===== config.mk =====
export PLATFORM = sky130hd
export DESIGN_NAME = wb_commit_regfile
export DESIGN_NICKNAME = d
export VERILOG_FILES = /design/src/rtl/cpu_defs.sv /design/src/rtl/commit_trace_fifo.sv /design/src/rtl/wb_commit_regfile.sv
export SDC_FILE = /design/constraint.sdc
export NUM_CORES = 2
export LEC_CHECK = 0
export ABC_AREA = 0
export CAP_MARGIN = 10
export CORE_ASPECT_RATIO = 1.1
export CORE_MARGIN = 2
export CORE_UTILIZATION = 40
export DETAILED_ROUTE_END_ITERATION = 10
export SYNTH_ARGS = -nofsm -noshare
export SYNTH_HDL_FRONTEND = slang
export SYNTH_SLANG_ARGS = --single-unit

===== constraint.sdc =====
create_clock -name clk -period 3.4 [get_ports clk]
set_input_delay 0.68 -clock clk [delete_from_list [all_inputs] [get_ports clk]]
set_output_delay 0.68 -clock clk [all_outputs]
set_load 0.05 [all_outputs]

===== src/rtl/cpu_defs.sv =====
// Shared CPU definitions for the writeback/commit slice.
//   XLEN, register address width, destination-field position in the instruction,
//   the bubble encoding and the commit-trace entry layout.
package cpu_defs;

    localparam int unsigned XLEN        = 32;
    localparam int unsigned REG_ADDR_W  = 5;
    localparam int unsigned RD_LSB      = 7;
    localparam int unsigned RD_MSB      = 11;
    localparam logic [31:0] BUBBLE_INST = 32'h0;

    typedef struct packed {
        logic [XLEN-1:0]       pc;
        logic [REG_ADDR_W-1:0] rd;
        logic                  we;
        logic [XLEN-1:0]       wd;
    } trc_entry_t;

endpackage


===== src/rtl/commit_trace_fifo.sv =====
// Circular FIFO buffering commit-trace entries.
//   clk, rst_n : clock, async active-low reset (empties the FIFO)
//   push, din  : write request and data; dropped when full unless popped the same cycle
//   pop        : read request; ignored when empty
//   dout       : head entry, zero while empty
//   full/empty : occupancy flags
module commit_trace_fifo #(
    parameter int unsigned WIDTH = 70,
    parameter int unsigned DEPTH = 4
) (
    input  logic             clk,
    input  logic             rst_n,
    input  logic             push,
    input  logic [WIDTH-1:0] din,
    input  logic             pop,
    output logic [WIDTH-1:0] dout,
    output logic             full,
    output logic             empty
);

    localparam int unsigned AW = $clog2(DEPTH);
    localparam logic [AW:0] PTR_ONE = {{AW{1'b0}}, 1'b1};

    // Pointers carry one extra wrap bit to tell full from empty.
    logic [AW:0]      wr_ptr_q, rd_ptr_q;
    logic [WIDTH-1:0] mem_q [DEPTH];
    logic             wr_en, rd_en;

    assign empty = (wr_ptr_q == rd_ptr_q);
    assign full  = (wr_ptr_q[AW] != rd_ptr_q[AW]) &&
                   (wr_ptr_q[AW-1:0] == rd_ptr_q[AW-1:0]);

    // A pop frees the head slot this cycle, so a push into a full FIFO is still taken.
    assign wr_en = push && (!full || pop);
    assign rd_en = pop && !empty;

    assign dout = empty ? '0 : mem_q[rd_ptr_q[AW-1:0]];

    always_ff @(posedge clk or negedge rst_n) begin
        if (!rst_n) begin
            wr_ptr_q <= '0;
            rd_ptr_q <= '0;
            for (int i = 0; i < int'(DEPTH); i++) begin
                mem_q[i] <= '0;
            end
        end else begin
            if (wr_en) begin
                mem_q[wr_ptr_q[AW-1:0]] <= din;
                wr_ptr_q                <= wr_ptr_q + PTR_ONE;
            end
            if (rd_en) begin
                rd_ptr_q <= rd_ptr_q + PTR_ONE;
            end
        end
    end

endmodule


===== src/rtl/wb_commit_regfile.sv =====
// Writeback-stage consumer: integer register file, retire counter and commit trace.
//   clk, rst_n               : clock, async active-low reset
//   WBpc/WBinst/WBrf_we/WBrf_wd : MEM/WB outputs; WBinst == 0 is a bubble
//   rs1_addr/rs2_addr -> rs1_data/rs2_data : combinational reads with same-cycle bypass
//   instret                  : retired-instruction count
//   trc_valid/trc_ready/trc_pc/trc_rd/trc_we/trc_wd : commit-trace stream (head of FIFO)
//   trc_ovf/trc_ovf_clr      : sticky dropped-commit flag and its synchronous clear
module wb_commit_regfile
    import cpu_defs::*;
#(
    parameter int unsigned TRC_DEPTH = 4,
    parameter int unsigned CNT_W     = 64
) (
    input  logic             clk,
    input  logic             rst_n,
    input  logic [31:0]      WBpc,
    input  logic [31:0]      WBinst,
    input  logic             WBrf_we,
    input  logic [31:0]      WBrf_wd,
    input  logic [4:0]       rs1_addr,
    input  logic [4:0]       rs2_addr,
    output logic [31:0]      rs1_data,
    output logic [31:0]      rs2_data,
    output logic [CNT_W-1:0] instret,
    output logic             trc_valid,
    input  logic             trc_ready,
    output logic [31:0]      trc_pc,
    output logic [4:0]       trc_rd,
    output logic             trc_we,
    output logic [31:0]      trc_wd,
    output logic             trc_ovf,
    input  logic             trc_ovf_clr
);

    logic [XLEN-1:0]       regs_q [32];
    logic [REG_ADDR_W-1:0] rd;
    logic                  commit, rf_wr;
    logic                  fifo_full, fifo_empty, pop, ovf_set;
    logic [CNT_W-1:0]      instret_q;
    logic                  ovf_q, ovf_d;
    trc_entry_t            push_entry, head;

    assign rd     = WBinst[RD_MSB:RD_LSB];
    assign commit = (WBinst != BUBBLE_INST);
    assign rf_wr  = WBrf_we && (rd != '0);

    // Register file; entry 0 is never written so it stays zero.
    always_ff @(posedge clk or negedge rst_n) begin
        if (!rst_n) begin
            for (int i = 0; i < 32; i++) begin
                regs_q[i] <= '0;
            end
        end else if (rf_wr) begin
            regs_q[rd] <= WBrf_wd;
        end
    end

    always_comb begin
        rs1_data = regs_q[rs1_addr];
        if (rs1_addr == '0) begin
            rs1_data = '0;
        end else if (WBrf_we && (rd == rs1_addr)) begin
            rs1_data = WBrf_wd;
        end
        rs2_data = regs_q[rs2_addr];
        if (rs2_addr == '0) begin
            rs2_data = '0;
        end else if (WBrf_we && (rd == rs2_addr)) begin
            rs2_data = WBrf_wd;
        end
    end

    // Retire counter counts every commit, even one whose trace entry is dropped.
    always_ff @(posedge clk or negedge rst_n) begin
        if (!rst_n) begin
            instret_q <= '0;
        end else if (commit) begin
            instret_q <= instret_q + CNT_W'(1);
        end
    end
    assign instret = instret_q;

    assign push_entry.pc = WBpc;
    assign push_entry.rd = rd;
    assign push_entry.we = rf_wr;
    assign push_entry.wd = WBrf_wd;

    assign pop = !fifo_empty && trc_ready;

    commit_trace_fifo #(
        .WIDTH ($bits(trc_entry_t)),
        .DEPTH (TRC_DEPTH)
    ) u_trace_fifo (
        .clk   (clk),
        .rst_n (rst_n),
        .push  (commit),
        .din   (push_entry),
        .pop   (pop),
        .dout  (head),
        .full  (fifo_full),
        .empty (fifo_empty)
    );

    assign trc_valid = !fifo_empty;
    assign trc_pc    = head.pc;
    assign trc_rd    = head.rd;
    assign trc_we    = head.we;
    assign trc_wd    = head.wd;

    // Clear beats a same-cycle set.
    assign ovf_set = commit && fifo_full && !pop;

    always_comb begin
        ovf_d = ovf_q;
        if (trc_ovf_clr) begin
            ovf_d = 1'b0;
        end else if (ovf_set) begin
            ovf_d = 1'b1;
        end
    end

    always_ff @(posedge clk or negedge rst_n) begin
        if (!rst_n) begin
            ovf_q <= 1'b0;
        end else begin
            ovf_q <= ovf_d;
        end
    end
    assign trc_ovf = ovf_q;

endmodule

---- Word level (Yosys, flattened, before mapping) ----
Index checks and enable logic that the tools add are counted.
cells by class
  add/subtract/negate cells ............... 3
  order comparisons ....................... 7
  equality and inequality tests ........... 5
  multiplexer cells ....................... 22
  bitwise operators ....................... 5
  reduce and logical (&&, ||, !) cells .... 20
operators with widths
  cell                   count
  $bwmux 1024            1
  $bmux 32 s5            2
  $mux 32                9
  $bwmux 280             1
  $mux 70                4
  $demux 32 s5           1
  $bmux 70 s2            1
  $demux 70 s2           1
  $add 64x1->64 const B  1
  $reduce_bool 32->1     1
  $ge 6x6->1 const B     3
  $not 5->6              3
  $logic_and 1x1->1      11
  $eq 5x5->1             2
  $logic_not 5->1        2
  $add 3x1->3 const B    2
  $ge 3x3->1 const B     2
  $lt 6x1->1 const B     1
  $not 2->3              2
  $reduce_bool 5->1      1
  $eq 3x3->1             1
  $logic_not 1->1        3
  $lt 3x1->1 const B     1
  $eq 2x2->1             1
  other kinds (4)        5
storage, ports and cells
  register bits after elaboration ......... 1375
  bits of input ports ..................... 111
  output and inout port bits .............. 200
  word-level logic and storage cells ...... 102

---- Longest topological paths before layout ----
  word-level depth ........................ 7
  depth in mapped cells ................... 10
  mapped depth without buffers ............ 6

---- Hierarchy ----
A second synthesis with hierarchy kept.
second synthesis, totals
  cells, all modules ...................... 4721
  area total of the unflattened synthesis .. 70871.7 µm²
modules (own cells, without submodules)
  module             times used  cells an instance  area an instance (µm²)  sequential area each (µm²)
  wb_commit_regfile  1           3933               57750.4                 27251.1
  commit_trace_fifo  1           788                13121.3                 7156.9

---- Worst setup path before layout ----
No wires, ideal clock.
  kind .................................... input to output
  start point ............................. input port rs2_addr[2]
  end point ............................... output port rs2_data[30]
  data arrival time ....................... 3.196 ns
  required time ........................... 2.720 ns
  setup slack ............................. -0.476 ns
  cell stages on the path ................. 8
  buffers on the path ..................... 4
  cell sequence ........................... buf_2 > buf_1 > clkbuf_1 > clkbuf_1 > o21bai_1 > a31oi_1 > nor2_1 > nor3_1
on the way
  cells in the longest elaborated chain, start to end .. 6
  elaborated cells between the ends (all ways) .. 9
  classes of those cells .................. eq/ne (1); mux (5); bitwise (1); reduce/logical (2)
RTL lines
  what                                        RTL line                 text
  start, declared                             wb_commit_regfile.sv:21  input logic [4:0] rs2_addr,
  $not 5->6 (not written as such)             wb_commit_regfile.sv:65  rs2_data = regs_q[rs2_addr];
  $bmux 32 s5                                 wb_commit_regfile.sv:65
  $mux 32 (not written as such) (2 in a row)  wb_commit_regfile.sv:65
  $mux 32                                     wb_commit_regfile.sv:68  end else if (WBrf_we && (rd == rs2_addr)) begin
  $mux 32 *                                   wb_commit_regfile.sv:66  if (rs2_addr == '0) begin
  end, declared                               wb_commit_regfile.sv:23  output logic [31:0] rs2_data,
Mark *: on every way between the ends. The rest lies on a longest branch, timed or not. The select of a mux whose other input is x is not followed.

---- Worst setup path in the final report ----
  start point ............................. register regs_q[683] (netlist bit)
  end point ............................... output port rs2_data[11]
on the way
  cells in the longest elaborated chain, start to end .. 5
RTL lines
  what                                        RTL line                 text
  start, declared                             wb_commit_regfile.sv:35  logic [XLEN-1:0] regs_q [32];
  start signal, assigned by index             wb_commit_regfile.sv:54  regs_q[rd] <= WBrf_wd;
  $bmux 32 s5                                 wb_commit_regfile.sv:65
  $mux 32 (not written as such) (2 in a row)  wb_commit_regfile.sv:65
  $mux 32                                     wb_commit_regfile.sv:68
  $mux 32                                     wb_commit_regfile.sv:66
No other way between the ends. The select of a mux whose other input is x is not followed.

==> flow_metrics.env <==
export IMPL_vias=47561
export IMPL_setup_viol=2
export IMPL_fin_util_pct=50.7
export IMPL_ctsRootBufferMaster="clkbuf_16"
export IMPL_maxSlewViolCount=0
export IMPL_drc=0
export IMPL_drt_pass1_iter_count=6
export IMPL_clock_fmax_mhz=289
export IMPL_ios=311
export IMPL_synth_area_um2=70300
export IMPL_cts_tree="done"
export IMPL_n_fill_cell=14690
export IMPL_antenna_found_initial=13
export IMPL_maxCapViolations=0
export IMPL_synth_nets=4857
export IMPL_syn2layout_area_growth_pct=26.0
export IMPL_ys_types=58
export IMPL_dp_cells=7380
export IMPL_cts_buffers=156
export IMPL_nNetsFinal=5448
export IMPL_grt_total_usage_pct=27.0
export IMPL_grt_pass1_vias=48735
export IMPL_finClkSkew_ns=0.0285
export IMPL_viasPerCell=6.14
export IMPL_routedWlPerCell_um=31.4
export IMPL_grt_max_degree=131
export IMPL_drive_above_1_share_pct=56.8
export IMPL_hold_violations=0
export IMPL_p_leak_nw=38.0
export IMPL_cts_max_level=4
export IMPL_busiest_layer="met2"
export IMPL_crit_path_end_kind="output pin"
export IMPL_clock_latency_ns=0.80
export IMPL_syn_inst=4740
export IMPL_yosysMostFrequentCell="dfrtp_1"
export IMPL_antenna_left=0
export IMPL_syn_avg_cell_area_um2=14.8
export IMPL_synth_edf_count=0
export IMPL_critPathRequiredTime_ns=2.72
export IMPL_slew_limit_headroom_pct=49.5
export IMPL_timing_final_crit_period_ns=3.46
export IMPL_intPower_mw=42.8
export IMPL_gr_usage_met1_pct=36.1
export IMPL_peakVddDrop_v=0.000997
export IMPL_crit_type="reg2out"
export IMPL_synth_area_leaders="dfrtp_1 (49%), mux2_2 (20%), mux4_2 (18%)"
export IMPL_yosysWarnings=0
export IMPL_core_area_um2=175000
export IMPL_rsz0062_at_grt="yes"
export IMPL_switchingPower_mw=21.9
export IMPL_die_area_um2=179000
export IMPL_switching_share_pct=33.8
export IMPL_layoutNonFillerInstCount=7746
export IMPL_finalWorstSetupSlack_ns=-0.0562
export IMPL_use_met3_pct=6.48
export IMPL_worst_slew_pin_slew_ns=0.758
export IMPL_yosysSeqAreaShare_pct=48.9
export IMPL_drt_initial_drc_count=4416
export IMPL_arrival_ns=2.78
export IMPL_overflow=0
export IMPL_hold_path_class="reg2reg"
export IMPL_netlist_top_cell_by_area="dfrtp_1"
export IMPL_violations="negative setup slack"
export IMPL_synth_seq_cells=1375
export IMPL_ys_flop_type="dfrtp_1"
export IMPL_place_ws_ns=-0.519
export IMPL_hpwl_mm=160
export IMPL_fin_crit_sh_pct=102
export IMPL_p_per_area_nw_per_um2=730
export IMPL_power_frac_seq_pct=35.7
export IMPL_p_clk_share_pct=27.6
export IMPL_power_frac_comb_pct=36.6
export IMPL_cts_buffer_depth=3
export IMPL_async_flop_share_pct=100
export IMPL_path_max_fanout=2
export IMPL_wl_mm=243
export IMPL_synthTopCellsByCount="dfrtp_1 (1375), mux2_2 (1277), mux4_2 (554)"
export IMPL_clock_sinks=1375
export IMPL_gp_congestion=0.879
export IMPL_rows=161
export IMPL_grt_pass1_wl_mm=352
export IMPL_io_buffers=310
export IMPL_clk_pin_slew_ns=0.06
export IMPL_start_util_pct=40.2
export IMPL_die_w_um=404
export IMPL_synth_top_cell_area_share_pct=48.9
export IMPL_use_met2_pct=42.0
export IMPL_fp_dieH_um=444
export IMPL_cp_start_kind="flip-flop"
export IMPL_status="complete, but fails checks"
-- worst max-delay path: stages, from the launching register on --
cell	delay, ns
dfrtp_1	0.40
mux4_2	0.50
nor2b_4	0.15
a211oi_2	0.15
buf_4	0.16
a211oi_2	0.03
a211o_1	0.38
buf_12	0.19
-- registers in the layout, indices dropped and copies added, names as in the netlist --
| signal | count |
|---|---|
| instret | 64 |
| trc_ovf | 1 |
| u_trace_fifo.mem_q | 280 |
| regs_q | 1024 |
| u_trace_fifo.wr_ptr_q | 3 |
| u_trace_fifo.rd_ptr_q | 3 |
-- cell type report --
class                   count  area, um^2  area share [%]
clock buffers             228        4640            5.24
diodes                      6        15.0          0.0170
flip-flops and latches   1375       34400            38.9
inverters                  12        45.0          0.0509
well taps                2282        2860            3.22
multi-input cells        2840       34800            39.3
repair buffers            946       11000            12.5
clock inverters            57         805           0.908
-- timing repair --
action / CTS / global route
hold buffers: 1 / 0
gates cloned: 7 / 1
hold endpoints to repair: 45 / 0
setup endpoints to repair: 110 / 67
buffers inserted: 56 / 19
pin swaps: 50 / 55
gates resized for setup: 171 / 96
-- layer usage --
layer  vias up  wire, um  part of all wire (%)
li1      19289         -                     -
met1     25603     99100                    41
met2      2118    113000                    47
met3       543     19400                   8.0
met4         8     11300                   4.7
met5         -        46                 0.019
-- power by group through the flow --
stage | logic (mW) | registers (mW) | clock network, mW
global route | 24.9 | 23.6 | 18.9
CTS | 23.8 | 23.0 | 18.2
detailed placement | 23.1 | 23.4 | 0
global placement | 22.8 | 23.1 | 0
finish | 23.7 | 23.1 | 17.9
floorplan | 15.9 | 22.3 | 0
-- cells in the final DEF (no fill, tap or decap), types with 49 or more instances in the layout --
cell type,n
nor2b_1,78
buf_12,230
nand2_1,97
a21oi_1,50
mux4_2,554
buf_6,49
clkdlybuf4s50_1,158
clkbuf_16,161
mux2i_1,67
dfrtp_1,1373
buf_4,475
a22oi_1,171
mux2_2,1277
-- metrics by stage --
step | instance area [um^2] | total power [mW] | hold WS [ns] | TNS, ns
global placement | 81100 | 45.9 | 0.378 | -22.56
CTS | 88000 | 65.0 | 0.397 | -0.307
finish | 88600 | 64.6 | 0.398 | -0.0623
global route | 88600 | 67.4 | 0.411 | -0.454
detailed placement | 81100 | 46.4 | 0.383 | -23.90
floorplan | 70400 | 38.2 | 0.384 | -0.0652
-- cell families (layout without fill, tap and decap cells) --
group                    after synthesis  after routing  synth area share (%)
flip-flops                          1375           1375                  48.9
other                                  0              6                     0
multiplexers                        1901           1901                  39.2
buffers and inverters                525           1243                  3.21
adder cells (fa/ha/maj)                6              6                 0.107
XOR/XNOR                              80             80                 0.997
AO/OA/AOI/OAI                        419            419                  4.15
AND/OR/NAND/NOR                      434            434                  3.39
-- path summary, 6_finish.rpt --
check,startpoint,end,slack (ns),depth (start not counted)
min in group asynchronous,rst_n,u_trace_fifo.mem_q[227],0.46,2
worst min register to register,regs_q[1020],regs_q[1020],0.40,0
worst max register to register,u_trace_fifo.rd_ptr_q[0],u_trace_fifo.mem_q[202],0.89,8
worst max-delay path,regs_q[683],rs2_data[11],-0.06,7
max in group asynchronous,rst_n,regs_q[520],1.68,3
worst min-delay path,regs_q[1020],regs_q[1020],0.40,0
Note: power is estimated with default switching activity, not from simulation.
